<file path="config.mk">
export PLATFORM = sky130hd
export DESIGN_NAME = mm_wr_capture
export DESIGN_NICKNAME = d
export VERILOG_FILES = /design/src/rtl/mm_wr_capture_pkg.sv /design/src/rtl/mm_cap_buf.sv /design/src/rtl/mm_wr_capture.sv
export SDC_FILE = /design/constraint.sdc
export NUM_CORES = 2
export LEC_CHECK = 0
export BUFFER_PORTS_ARGS = -buffer_cell sky130_fd_sc_hd__buf_2
export CAP_MARGIN = 25
export CORE_ASPECT_RATIO = 0.75
export CORE_UTILIZATION = 45
export DETAILED_ROUTE_END_ITERATION = 12
export MAX_ROUTING_LAYER = met4
export RECOVER_POWER = 100
export SYNTH_ARGS = -nofsm -noshare
export SYNTH_HDL_FRONTEND = slang
export SYNTH_SLANG_ARGS = --single-unit
</file>
<file path="constraint.sdc">
create_clock -name clk -period 26.2 [get_ports clk]
set_input_delay 7.86 -clock clk [delete_from_list [all_inputs] [get_ports clk]]
set_output_delay 7.86 -clock clk [all_outputs]
set_load 0.05 [all_outputs]
</file>
<file path="src/rtl/mm_wr_capture_pkg.sv">
// Shared types and derived constants for the main-memory write capture engine.
// Optional circular buffer enabled by MM_WR_CAPTURE_WRAP_EN (see mm_cap_buf).
package mm_wr_capture_pkg;

  localparam int CAP_AW     = 32;
  localparam int CAP_LINE_W = 256;
  localparam int CAP_WORD_W = 32;
  localparam int WPL        = CAP_LINE_W / CAP_WORD_W;
  localparam int WIDX_W     = $clog2(WPL);
  localparam int LINE_SH    = $clog2(CAP_LINE_W / 8);
  localparam int WORD_SH    = $clog2(CAP_WORD_W / 8);

  typedef enum logic {
    IDLE   = 1'b0,
    SERIAL = 1'b1
  } cap_state_e;

  typedef struct packed {
    logic [CAP_AW-1:0]     addr;
    logic [CAP_WORD_W-1:0] data;
  } cap_entry_t;

endpackage

</file>
<file path="src/rtl/mm_cap_buf.sv">
// Capture buffer: DEPTH entries, write pointer, base, count, registered indexed read.
// MM_WR_CAPTURE_WRAP_EN makes it circular; otherwise writes stop when full.
module mm_cap_buf
  import mm_wr_capture_pkg::*;
#(
  parameter int DEPTH = 16
) (
  input  logic                     clk,
  input  logic                     rst,
  input  logic                     clr,
  input  logic                     wr_en,
  input  cap_entry_t               wr_ent,
  input  logic [$clog2(DEPTH)-1:0] rd_idx,
  output cap_entry_t               rd_ent,
  output logic [$clog2(DEPTH):0]   count,
  output logic                     full,
  output logic                     lost
);

  localparam int PW = $clog2(DEPTH);
  localparam int CW = PW + 1;

  cap_entry_t    mem_q [DEPTH];
  logic [PW-1:0] wptr_q, wptr_d;
  logic [PW-1:0] base_q, base_d;
  logic [CW-1:0] cnt_q, cnt_d;
  cap_entry_t    rd_q, rd_d;
  logic          we;
  logic [PW-1:0] slot;

  assign full   = (cnt_q == CW'(DEPTH));
  assign lost   = wr_en & full;
  assign count  = cnt_q;
  assign rd_ent = rd_q;

  always_comb begin
    wptr_d = wptr_q;
    base_d = base_q;
    cnt_d  = cnt_q;
    we     = 1'b0;
`ifdef MM_WR_CAPTURE_WRAP_EN
    if (wr_en) begin
      we     = 1'b1;
      wptr_d = wptr_q + 1'b1;
      if (full) base_d = base_q + 1'b1;
      else      cnt_d  = cnt_q + 1'b1;
    end
`else
    if (wr_en && !full) begin
      we     = 1'b1;
      wptr_d = wptr_q + 1'b1;
      cnt_d  = cnt_q + 1'b1;
    end
`endif
    // Read sees pre-edge contents, so same-slot write returns old data
    slot = base_q + rd_idx;
    rd_d = ({1'b0, rd_idx} < cnt_q) ? mem_q[slot] : '0;
    if (clr) begin
      wptr_d = '0;
      base_d = '0;
      cnt_d  = '0;
      we     = 1'b0;
      rd_d   = '0;
    end
  end

  always_ff @(posedge clk or posedge rst) begin
    if (rst) begin
      wptr_q <= '0;
      base_q <= '0;
      cnt_q  <= '0;
      rd_q   <= '0;
    end else begin
      wptr_q <= wptr_d;
      base_q <= base_d;
      cnt_q  <= cnt_d;
      rd_q   <= rd_d;
    end
  end

  always_ff @(posedge clk) begin
    if (we) mem_q[wptr_q] <= wr_ent;
  end

endmodule

</file>
<file path="src/rtl/mm_wr_capture.sv">
// Splits main-memory line writes into per-word capture entries with a one-line skid.
// Define MM_WR_CAPTURE_WRAP_EN for a circular capture buffer.
module mm_wr_capture
  import mm_wr_capture_pkg::*;
#(
  parameter int DEPTH  = 16,
  parameter int AW     = CAP_AW,
  parameter int LINE_W = CAP_LINE_W,
  parameter int WORD_W = CAP_WORD_W,
  parameter int DCW    = 8
) (
  input  logic                     clk,
  input  logic                     rst,
  input  logic                     mm_wr,
  input  logic [AW-1:0]            mm_a,
  input  logic [LINE_W-1:0]        mm_wd,
  input  logic                     cap_clr,
  input  logic [$clog2(DEPTH)-1:0] cap_rd_idx,
  output logic [AW-1:0]            cap_rd_addr,
  output logic [WORD_W-1:0]        cap_rd_data,
  output logic [$clog2(DEPTH):0]   cap_count,
  output logic                     cap_full,
  output logic                     cap_ovf,
  output logic [DCW-1:0]           cap_drop_cnt,
  output logic                     busy
);

  cap_state_e        state_q, state_d;
  logic [AW-1:0]     line_a_q, line_a_d;
  logic [LINE_W-1:0] line_w_q, line_w_d;
  logic [AW-1:0]     skid_a_q, skid_a_d;
  logic [LINE_W-1:0] skid_w_q, skid_w_d;
  logic              skid_v_q, skid_v_d;
  logic [WIDX_W-1:0] widx_q, widx_d;
  logic [DCW-1:0]    drop_q, drop_d;
  logic              ovf_q, ovf_d;
  logic              last_w, promote, drop, wr_en, buf_lost;
  cap_entry_t        wr_ent, rd_ent;

  assign last_w  = (widx_q == WIDX_W'(WPL - 1));
  assign promote = (state_q == SERIAL) && last_w && skid_v_q;

  always_ff @(posedge clk or posedge rst) begin
    if (rst) state_q <= IDLE;
    else     state_q <= state_d;
  end

  always_comb begin
    state_d = state_q;
    unique case (state_q)
      IDLE:   if (mm_wr) state_d = SERIAL;
      SERIAL: if (last_w && !skid_v_q && !mm_wr) state_d = IDLE;
    endcase
    if (cap_clr) state_d = IDLE;
  end

  always_comb begin
    wr_en = 1'b0;
    busy  = skid_v_q;
    unique case (state_q)
      IDLE:   ;
      SERIAL: begin
        wr_en = !cap_clr;
        busy  = 1'b1;
      end
    endcase
  end

  always_comb begin
    line_a_d = line_a_q;
    line_w_d = line_w_q;
    skid_a_d = skid_a_q;
    skid_w_d = skid_w_q;
    skid_v_d = skid_v_q;
    widx_d   = widx_q;
    drop     = 1'b0;
    if (state_q == IDLE) begin
      widx_d = '0;
      if (mm_wr) begin
        line_a_d = mm_a;
        line_w_d = mm_wd;
      end
    end else begin
      widx_d = widx_q + 1'b1;
      if (promote) begin
        line_a_d = skid_a_q;
        line_w_d = skid_w_q;
        skid_v_d = 1'b0;
      end
      // A line arriving on the last word with no skid chains straight in
      if (mm_wr) begin
        if (last_w && !skid_v_q) begin
          line_a_d = mm_a;
          line_w_d = mm_wd;
        end else if (!skid_v_q || promote) begin
          skid_a_d = mm_a;
          skid_w_d = mm_wd;
          skid_v_d = 1'b1;
        end else begin
          drop = 1'b1;
        end
      end
    end
    drop_d = (drop && drop_q != {DCW{1'b1}}) ? drop_q + 1'b1 : drop_q;
    ovf_d  = ovf_q | drop | buf_lost;
    if (cap_clr) begin
      skid_v_d = 1'b0;
      widx_d   = '0;
      drop_d   = '0;
      ovf_d    = 1'b0;
    end
  end

  always_ff @(posedge clk or posedge rst) begin
    if (rst) begin
      line_a_q <= '0;
      line_w_q <= '0;
      skid_a_q <= '0;
      skid_w_q <= '0;
      skid_v_q <= 1'b0;
      widx_q   <= '0;
      drop_q   <= '0;
      ovf_q    <= 1'b0;
    end else begin
      line_a_q <= line_a_d;
      line_w_q <= line_w_d;
      skid_a_q <= skid_a_d;
      skid_w_q <= skid_w_d;
      skid_v_q <= skid_v_d;
      widx_q   <= widx_d;
      drop_q   <= drop_d;
      ovf_q    <= ovf_d;
    end
  end

  assign wr_ent.addr = {line_a_q[AW-1:LINE_SH], widx_q, {WORD_SH{1'b0}}};
  assign wr_ent.data = line_w_q[widx_q*WORD_W +: WORD_W];

  mm_cap_buf #(
    .DEPTH (DEPTH)
  ) u_buf (
    .clk    (clk),
    .rst    (rst),
    .clr    (cap_clr),
    .wr_en  (wr_en),
    .wr_ent (wr_ent),
    .rd_idx (cap_rd_idx),
    .rd_ent (rd_ent),
    .count  (cap_count),
    .full   (cap_full),
    .lost   (buf_lost)
  );

  assign cap_rd_addr  = rd_ent.addr;
  assign cap_rd_data  = rd_ent.data;
  assign cap_ovf      = ovf_q;
  assign cap_drop_cnt = drop_q;

endmodule

</file>
# Yosys cells after proc, flatten, opt, wreduce, memory -nomap -nowiden
# Memories as Yosys holds them, arrays and structs flattened.
# Cells that the tools add are included.
# Widths: inputs -> output; s select.
# totals
regBits	663
mem_bits_rw	992
inputBits	296
wordCells	85
mem_count	1
# mem_list
name	words	width	read_ports	rd_clocked_by_memory_dff	write_ports	line	text
u_buf.mem_q	16	62	1	0	1	mm_cap_buf.sv:23	cap_entry_t mem_q [DEPTH];
# op_classes
n_addsub	4
order_cmp	1
eq_ne	3
shifts	1
muxes	41
bitwise	5
n_reduce_logical	16
# op_table
cell	n
$mux 256	5
$shiftx 256x9->32	1
$mux 32	5
$mux 64	2
$mux 1	20
$mux 8	2
$mux 5	2
$add 8x1->8 const B	1
$mux 4	2
$ne 8x8->1 const B	1
$reduce_bool 2->1	4
$logic_and 1x1->1	6
$mux 3	2
$add 5x1->5 const B	1
$eq 5x5->1 const B	1
$lt 4x5->1	1
$add 4x1->4 const B	1
$logic_not 1->1	4
$reduce_and 4->1	1
$add 3x1->3 const B	1
$eq 3x3->1 const B	1
$not 1->1	2
$or 1x1->1	2
$pmux 1 s2	1
2 further kinds	2

# Longest topological paths before layout
# depth
ltp_word	11
depth_mapped	8

# Hierarchy
# From an unflattened synthesis, not the netlist that was laid out.
# hier_totals
hier_cells	3744
area_unflattened_um2	65571.6
# modules_own_cells
mod	n_inst	cells_per_inst	area_each_um2
mm_cap_buf	1	1731	41050.6
mm_wr_capture	1	2013	24521.0

# Worst setup path before layout
# OpenSTA, ideal clock, no wires.
# synth_path
path_kind	input-to-reg
from	in cap_clr
to	mem u_buf.mem_q[3][0] in the netlist's numbering, enable pin
setup_ps	558
arrival_ps	12464
required_time_ps	25642
slack_ps	13178
cell_stages	3
path_buffers	0
cell_sequence	nor2b_1 -> nand3_1 -> nor3_1
# synth_via
elab_chain_cells	7
# synth_lines
element	line	text
start, declared	mm_wr_capture.sv:17	input logic cap_clr,
$logic_not 1->1	mm_wr_capture.sv:63	wr_en = !cap_clr;
$mux 1	mm_wr_capture.sv:60	unique case (state_q)
$logic_and 1x1->1	mm_cap_buf.sv:49	if (wr_en && !full) begin
$mux 1	mm_cap_buf.sv:49	
$mux 1 *	mm_cap_buf.sv:58	if (clr) begin
$mux 1 *	mm_cap_buf.sv:82	if (we) mem_q[wptr_q] <= wr_ent;
$mux 1 (not written as such) *	mm_cap_buf.sv:82	
end, declared	mm_cap_buf.sv:23	
# Mark *: on every way between the ends. The rest lies on a longest branch, timed or not.

==> impl_metrics.env <==
export IMPL_antenna_found_initial=76
export IMPL_synth_top_area_share_pct=46.2
export IMPL_post_route_min_period_ns=16.80
export IMPL_yosysWarnings=0
export IMPL_cp_required_ns=26.81
export IMPL_synth_ff_type="edfxtp_1"
export IMPL_hold_slack_ns=0.485
export IMPL_grt_pass1_vias=35434
export IMPL_synth_top_area_cell="edfxtp_1"
export IMPL_path_clk_slew_ns=0.06
export IMPL_via_per_inst=5.70
export IMPL_p_clk_share_pct=39.6
export IMPL_max_slew_margin_rel_pct=-467
export IMPL_grt_remaining_overflow=0
export IMPL_cts_buffer_depth=3
export IMPL_final_setup_viol_count=0
export IMPL_io_pins=376
export IMPL_final_common_cell="edfxtp_1"
export IMPL_start_util_pct=45.7
export IMPL_seq_power_share_pct=52.2
export IMPL_dr_pass1_iters=7
export IMPL_cts_tree="done"
export IMPL_worst_pin_slew_ns=8.50
export IMPL_powerDensity_nw_per_um2=81.4
export IMPL_ys_types=43
export IMPL_clockRootBuffer="clkbuf_16"
export IMPL_end_kind="register"
export IMPL_grt_max_degree=183
export IMPL_mostFrequentLayoutCells="edfxtp_1 (992), dfrtp_1 (650), nor2_1 (582)"
export IMPL_die_h_um=330
export IMPL_cell_internal_pwr_uw=4560
export IMPL_numCtsBuffers=161
export IMPL_cp_max_fo=105
export IMPL_cts_resized=0
export IMPL_finish_utilization_pct=51.7
export IMPL_track_usage_pct=23.1
export IMPL_ant_nets=0
export IMPL_nets=4339
export IMPL_swShare_pct=23.3
export IMPL_crit_type="primary input to register"
export IMPL_fmax_mhz=59.5
export IMPL_cp_arrival_ns=17.40
export IMPL_yosys_top_cells_area="edfxtp_1 (46%), dfrtp_1 (25%), mux4_2 (11%)"
export IMPL_synth_enable_flop_cells=992
export IMPL_dp_hpwl_um=91000
export IMPL_synth_seq_area_share_pct=71.4
export IMPL_port_buffers=368
export IMPL_worstHoldPathType="register to register"
export IMPL_setup_tns_ns=0
export IMPL_finalHoldViolCount=0
export IMPL_cap_violations=50
export IMPL_syn_area_um2=64500
export IMPL_p_comb_share_pct=8.2
export IMPL_p_leak_uw=0.0261
export IMPL_cts_setup_buffers=0
export IMPL_violations="capacitance limit, slew limit"
export IMPL_drv_slew=2210
export IMPL_rows=119
export IMPL_setup_slack_ns=9.40
export IMPL_netSwitchingPower_uw=1380
export IMPL_synthCells=3694
export IMPL_htreeDepth=4
export IMPL_chipWidth_um=439
export IMPL_via_count=34803
export IMPL_core_um2=141000
export IMPL_synth_seq_cells=1643
export IMPL_grt_pass1_wl_um=238000
export IMPL_fin_skew_ns=0.0208
export IMPL_rsz0062_at_grt="no"
export IMPL_nFillCells=11451
export IMPL_drc_errors=0
export IMPL_drive_gt1_share_pct=21.6
export IMPL_start_kind="primary input"
export IMPL_clk_latency_ns=0.79
export IMPL_area_delta_synth_final_pct=13.3
export IMPL_dieArea_um2=145000
export IMPL_status="finished with violations"
export IMPL_peakVddDrop_mv=0.0663
export IMPL_cts_sinks=1643
export IMPL_async_reset_ff_share_pct=39.6
export IMPL_wl_um=161000
export IMPL_drtIter0Drc=2804
export IMPL_place_congestion=0.763
export IMPL_hold_buffers=0
export IMPL_postSynthAreaPerCell_um2=17.5
export IMPL_layout_worst_path_cycle_share_pct=64.1
export IMPL_wire_per_inst_um=26.4
export IMPL_place_ws_ns=14.21
## cell usage after synthesis (all sizes together), types with 7 or more instances
library cell,number
a211oi,63
a221oi,62
a22o,62
and3,13
buf,133
clkbuf,123
dfrtp,651
edfxtp,992
ha,12
inv,12
mux2,315
mux4,312
nand2,7
nor2,584
nor2b,9
o22ai,283
xor2,9
## final cells by class
type	instances	area, um2	area share (%)
flip-flops and latches	1643	46100	63.0
multi-input cells	1784	16900	23.2
clock buffers	225	4700	6.43
well taps	1875	2350	3.21
repair buffers	429	2140	2.93
clock inverters	72	679	0.930
diodes	65	163	0.223
inverters	12	46.3	0.0633
## worst max-delay path: stages
cell and delay [ns]:
clkbuf_1 4.04, buf_12 0.63, clkbuf_1 2.86, mux4_2 0.76
a22o_1 0.28, a221oi_1 0.69, a211oi_1 0.12
## routing by layer
| metal | GRT usage, % | part of all wire [%] | vias to the layer above |
|---|---|---|---|
| li1 | - | - | 15262 |
| met1 | 30.0 | 42 | 18354 |
| met2 | 36.4 | 49 | 977 |
| met3 | 5.20 | 6.9 | 210 |
| met4 | 7.31 | 2.4 | 0 |
| met5 | - | 0 | - |
## cells by family after synthesis
group,Yosys count,synth area share (%)
XOR/XNOR,14,0.190
buffers and inverters,268,1.90
adder cells (fa/ha/maj),12,0.233
multiplexers,628,16.4
AO/OA/AOI/OAI,489,5.95
flip-flops,1643,71.4
AND/OR/NAND/NOR,639,3.91
other,1,0.00581
## stage by stage
stage               cell area, um2  power (uW)  cells
global route                 73100        6150   6104
global placement             68200        3640   5739
floorplan                    64500        3460   3695
CTS                          73600        6010   6037
detailed placement           68200        3660   5740
finish                       73100        5950   6105
## path summary, 6_finish.rpt
path	start	endpoint	slack, ns	cells past startpoint
worst min-delay path	skid_w_q[100]	skid_w_q[100]	0.48	1
worst max register to register	widx_q[2]	line_w_q[4]	13.39	10
min in group asynchronous	rst	skid_w_q[234]	8.60	2
max in group asynchronous	rst	line_w_q[36]	9.69	4
worst max-delay path	cap_rd_idx[0]	u_buf.rd_ent[15]	9.40	7
worst min register to register	skid_w_q[100]	skid_w_q[100]	0.48	1
## power groups by stage
stage | combinational [uW] | sequential [uW] | clock (uW)
final | 488 | 3110 | 2350
after detailed placement | 505 | 3150 | 0
after global placement | 491 | 3150 | 0
after floorplan | 336 | 3130 | 0
after global routing | 536 | 3130 | 2490
after CTS | 506 | 3100 | 2400
## sequential cells by signal (all words and copies together) (netlist names)
name,flops
skid_v_q,1
state_q,1
u_buf.count,5
cap_drop_cnt,8
u_buf.wptr_q,4
skid_w_q,256
line_a_q,27
u_buf.rd_ent,62
skid_a_q,27
widx_q,3
cap_ovf,1
line_w_q,256
u_buf.mem_q,992
Note: power is estimated with default switching activity, not from simulation.
